==> src/rtl/psr_stack_unit.sv <==
// Saves and restores {PSR, PC} on the supervisor stack for trap/interrupt entry and return.
// The memory side uses a request/ack handshake, and the stack pointer moves only when an operation finishes.
module psr_stack_unit #(
  parameter logic [15:0] SP_RESET    = 16'h3000,
  parameter logic [15:0] STACK_LIMIT = 16'h2F00
) (
  input  logic        clk,
  input  logic        rst,
  input  logic        save_req,
  input  logic        restore_req,
  input  logic [15:0] pc_in,
  input  logic        n_in,
  input  logic        z_in,
  input  logic        p_in,
  output logic        mem_req,
  output logic        mem_we,
  output logic [15:0] mem_addr,
  output logic [15:0] mem_wdata,
  input  logic [15:0] mem_rdata,
  input  logic        mem_ack,
  output logic        busy,
  output logic        done,
  output logic        err,
  output logic [15:0] pc_out,
  output logic [15:0] psr_out,
  output logic        pc_load,
  output logic        psr_load,
  output logic [15:0] sp_out
);

  typedef enum logic [2:0] {IDLE, S_PSR, S_PC, R_PC, R_PSR, FIN} state_t;

  state_t      state_q, state_d;
  logic [15:0] sp_q, sp_d;
  logic [15:0] pc_cap_q, pc_cap_d;
  logic [2:0]  nzp_cap_q, nzp_cap_d;
  logic        restore_op_q, restore_op_d;
  logic        err_q, err_d;
  logic [15:0] pc_out_q, pc_out_d;
  logic [2:0]  psr_out_q, psr_out_d;

  logic [15:0] sp_m1, sp_m2, sp_p1, sp_p2;

  assign sp_m1 = sp_q - 16'd1;
  assign sp_m2 = sp_q - 16'd2;
  assign sp_p1 = sp_q + 16'd1;
  assign sp_p2 = sp_q + 16'd2;

  always_comb begin
    state_d      = state_q;
    sp_d         = sp_q;
    pc_cap_d     = pc_cap_q;
    nzp_cap_d    = nzp_cap_q;
    restore_op_d = restore_op_q;
    err_d        = 1'b0;
    pc_out_d     = pc_out_q;
    psr_out_d    = psr_out_q;
    mem_req      = 1'b0;
    mem_we       = 1'b0;
    mem_addr     = 16'h0000;
    mem_wdata    = 16'h0000;
    done         = 1'b0;
    pc_load      = 1'b0;
    psr_load     = 1'b0;

    case (state_q)
      IDLE: begin
        // Save has priority; a refused request never touches memory.
        if (save_req) begin
          if (sp_m2 < STACK_LIMIT) begin
            err_d = 1'b1;
          end else begin
            state_d      = S_PSR;
            pc_cap_d     = pc_in;
            nzp_cap_d    = {n_in, z_in, p_in};
            restore_op_d = 1'b0;
          end
        end else if (restore_req) begin
          if (sp_q > SP_RESET - 16'd2) begin
            err_d = 1'b1;
          end else begin
            state_d      = R_PC;
            restore_op_d = 1'b1;
          end
        end
      end
      S_PSR: begin
        mem_req   = 1'b1;
        mem_we    = 1'b1;
        mem_addr  = sp_m1;
        mem_wdata = {13'b0, nzp_cap_q};
        if (mem_ack) state_d = S_PC;
      end
      S_PC: begin
        mem_req   = 1'b1;
        mem_we    = 1'b1;
        mem_addr  = sp_m2;
        mem_wdata = pc_cap_q;
        if (mem_ack) state_d = FIN;
      end
      R_PC: begin
        mem_req  = 1'b1;
        mem_addr = sp_q;
        if (mem_ack) begin
          pc_out_d = mem_rdata;
          state_d  = R_PSR;
        end
      end
      R_PSR: begin
        mem_req  = 1'b1;
        mem_addr = sp_p1;
        if (mem_ack) begin
          psr_out_d = mem_rdata[2:0];
          state_d   = FIN;
        end
      end
      FIN: begin
        done    = 1'b1;
        state_d = IDLE;
        if (restore_op_q) begin
          pc_load  = 1'b1;
          psr_load = 1'b1;
          sp_d     = sp_p2;
        end else begin
          sp_d = sp_m2;
        end
      end
      default: state_d = IDLE;
    endcase
  end

  always_ff @(posedge clk) begin
    if (rst) begin
      state_q      <= IDLE;
      sp_q         <= SP_RESET;
      pc_cap_q     <= 16'h0000;
      nzp_cap_q    <= 3'b000;
      restore_op_q <= 1'b0;
      err_q        <= 1'b0;
      pc_out_q     <= 16'h0000;
      psr_out_q    <= 3'b000;
    end else begin
      state_q      <= state_d;
      sp_q         <= sp_d;
      pc_cap_q     <= pc_cap_d;
      nzp_cap_q    <= nzp_cap_d;
      restore_op_q <= restore_op_d;
      err_q        <= err_d;
      pc_out_q     <= pc_out_d;
      psr_out_q    <= psr_out_d;
    end
  end

  assign busy    = (state_q != IDLE);
  assign err     = err_q;
  assign pc_out  = pc_out_q;
  assign psr_out = {13'b0, psr_out_q};
  assign sp_out  = sp_q;

endmodule

==> config.mk <==
export PLATFORM = sky130hd
export DESIGN_NAME = psr_stack_unit
export DESIGN_NICKNAME = d
export VERILOG_FILES = /design/src/rtl/psr_stack_unit.sv
export SDC_FILE = /design/constraint.sdc
export NUM_CORES = 1
export LEC_CHECK = 0
export ABC_CLOCK_PERIOD_IN_PS = 3350
export CAP_MARGIN = 20
export CORE_AREA = 2 2 80 82
export DETAILED_ROUTE_END_ITERATION = 7
export DIE_AREA = 0 0 82 84
export DONT_BUFFER_PORTS = 1
export PLACE_DENSITY_LB_ADDON = 0.12
export SKIP_CTS_REPAIR_TIMING = 1
export SYNTH_ARGS = -nofsm -noshare
export SYNTH_HDL_FRONTEND = slang
export SYNTH_SLANG_ARGS = --single-unit
==> constraint.sdc <==
create_clock -name clk -period 3.35 [get_ports clk]
set_input_delay 0.5025 -clock clk [delete_from_list [all_inputs] [get_ports clk]]
set_output_delay 0.5025 -clock clk [all_outputs]
set_load 0.05 [all_outputs]
==> flow_summary_export.csv <==
group,metric,value,unit
outcome,status,"finished clean",
yosys,syn-instance-count,469,
timing,tightest_slew,936,ps
timing,drv_slew,0,
clocking,cts_tree,"done",
worst_setup_path,worst-path-max-fanout,16,
clocking,clk-insertion-delay-late,340,ps
die,ioPinCount,127,
yosys,synthMuxAreaShare,0.0723,
worst_setup_path,endpoint_kind,"output pin",
grt,grt_pass1_wl,13.9,mm
finish,fillCellCount,567,
worst_setup_path,crit_path_top_delay_cell,"dfxtp_1",
finish,fin_area,3890,um^2
die,die_x,82,um
grt,grt_overflow,0,
run,drv_cap,0,
power,pwr_density_cell,750,nW/um^2
finish,final_common_cell,"nand2_1",
yosys,synth_top_family_by_area,"simple AND/OR/NAND/NOR gates",
yosys,synthArstFlopShare,0,
yosys,yosysUniqueCellTypes,58,
clocking,cts_sinks,58,
worst_setup_path,critical_path.cell_chain,"inv_1 -> o21ai_1 -> clkinvlp_4 -> a21oi_1 -> o22ai_1 -> buf_4",
die,die_h,84,um
grt,grt_max_degree,79,
timing,fin_hold_ws,237,ps
die,rows,29,
finish,layout-drive-gt1-share,0.135,
clocking,cts_max_path_buffers,2,
worst_setup_path,crit_path_start_kind,"flop",
grt,grt_pass1_vias,2934,
route,num_vias,3171,
route,drt_iter0_drc,212,
yosys,synth_enable_flop_cells,0,
timing,slew_headroom,0.374,
placement,io_buffers,0,
finish,fin_nets,513,
finish,utilization,0.639,
yosys,synthFlopType,"dfxtp_1",
timing,skew,8.96,ps
yosys,netlist_area,3610,um^2
power,ir_worst_vdd,0.462,mV
die,core,6100,um^2
route,first_pass_iters,5,
min_path,hold_class,"in -> reg",
yosys,synth_warnings,0,
placement,gp_congestion,0.895,
route,drt-total-wl,8.58,mm
clocking,htreeDepth,3,
route,vias_per_cell,5.74,
clocking,numCtsBuffers,9,
route,drc,0,
timing,finalHoldViolCount,0,
grt,grt_usage,0.257,
grt,antenna_found_initial,0,
worst_setup_path,critical-path-max-stage-delay,640,ps
finish,area_growth_syn_to_layout,7.72,%
yosys,synth-xor-area-share,0.0460,
clocking,cts-root-buf,"clkbuf_8",
placement,dp_hpwl,6.25,mm
yosys,synth-seq-cells,58,
worst_setup_path,worst-setup-path-type,"reg -> out",
die,initial_core_util,0.593,
worst_setup_path,arrival,2570,ps
finish,layout_common_cells,"nand2_1, dfxtp_1, nor2_1, nand2b_1",
placement,dp_cells,537,
yosys,synth-simple-area-share,0.308,
yosys,yosysSeqAreaShare,0.321,
die,die_area,6890,um^2
power,finalPower,2.92,mW
yosys,avgSynthCellArea,7.71,um^2
timing,fmax,0.325,GHz
worst_setup_path,crit_buf_inv,3,
finish,antenna_cells,0,
timing,rsz0062_at_grt,"no",
yosys,synthAdderAreaFrac,0.00692,
yosys,synth-compound-area-share,0.152,
timing,fin_crit_sh,0.918,
finish,final_cells,552,
timing,finalSetupViolations,0,
worst_setup_path,critical_path_required,2850,ps
route,antenna_left,0,
clocking,cts.clk_slew.worst_paths,60,ps
power,p_leak,1.55,nW
placement,placed_area,3710,um^2
timing,period_minus_slack,3070,ps
worst_setup_path,cp_top_family,"buffers and inverters",
route,drt-wirelength-per-cell,15.5,um
placement,post-place-ws,513,ps
timing,finalSetupTns,0,ps
timing,setup_ws,276,ps
-- worst paths after layout --
check,slack (ps),from,to,cells past startpoint
worst max-delay path,280,state_q[2]$_SDFFE_PP0P_,mem_addr[15],6
worst min-delay path,240,rst,sp_out[8]$_SDFFE_PP0P_,1
worst max register to register,510,sp_out[1]$_SDFFE_PP0P_,pc_cap_q[11]$_SDFFE_PP0P_,9
worst min register to register,460,pc_cap_q[8]$_SDFFE_PP0P_,pc_cap_q[8]$_SDFFE_PP0P_,2
-- kinds of logic after synthesis --
family | count (synthesis)
simple gates | 215
buf+inv | 62
other cells | 1
xor+xnor | 19
fa+ha+maj | 2
mux | 26
compound gates | 86
flops | 58
-- worst register-to-register path, delay by kind of cell, from the launching register on --
family | cells | cell delay (ps)
buffers and inverters | 2 | 410
DFF | 1 | 310
adders and majority gates | 1 | 250
AOI/OAI and AO/OA | 3 | 880
muxes | 1 | 240
and+or+nand+nor | 2 | 670
-- cells in the mapped netlist (3+ instances only) --
| library cell | number | share of area |
|---|---|---|
| nand2_1 | 66 | 0.069 |
| dfxtp_1 | 58 | 0.32 |
| nor2_1 | 41 | 0.043 |
| nand2b_1 | 40 | 0.069 |
| a21oi_1 | 32 | 0.044 |
| clkbuf_1 | 29 | 0.030 |
| mux2i_1 | 25 | 0.069 |
| o21ai_0 | 21 | 0.029 |
| and3_1 | 18 | 0.031 |
| buf_4 | 15 | 0.031 |
| nor3_1 | 11 | 0.015 |
| xnor2_1 | 10 | 0.024 |
| xor2_1 | 9 | 0.022 |
| nand4_1 | 7 | 0.012 |
| inv_1 | 6 | 0.0062 |
| nand3_1 | 6 | 0.0083 |
| buf_2 | 5 | 0.0069 |
| buf_6 | 5 | 0.016 |
| nor2b_1 | 5 | 0.0087 |
| o22ai_1 | 5 | 0.0087 |
| o31ai_1 | 4 | 0.0083 |
| a22oi_1 | 3 | 0.0062 |
| o32ai_1 | 3 | 0.0073 |
| or3_1 | 3 | 0.0052 |
-- power by group --
part	internal (mW)	switching [mW]	total (mW)
logic	0.431	0.976	1.41
registers	0.795	0.117	0.912
clock network	0.334	0.267	0.602
-- metal layers --
layer	GRT usage	part of all wire	up-vias
met5	0	0	-
met4	0.0879	0.018	0
met3	0.0768	0.073	13
met2	0.433	0.49	110
met1	0.306	0.42	1470
li1	-	-	1578
-- area by class of cell --
type / count / area [um^2] / area share
repair buffers: 32 / 240 / 0.0617
clock inverters: 6 / 58.8 / 0.0151
multi-input cells: 362 / 2180 / 0.560
well taps: 77 / 96.3 / 0.0247
inverters: 8 / 33.8 / 0.00868
clock buffers: 9 / 124 / 0.0318
flip-flops and latches: 58 / 1160 / 0.298
-- state kept, by name, indices dropped and copies added (netlist names) --
name	count
pc_cap_q	16
pc_out	16
sp_out	15
nzp_cap_q	3
psr_out_q	3
state_q	3
err	1
restore_op_q	1
Power figures use the tool's default switching activity.
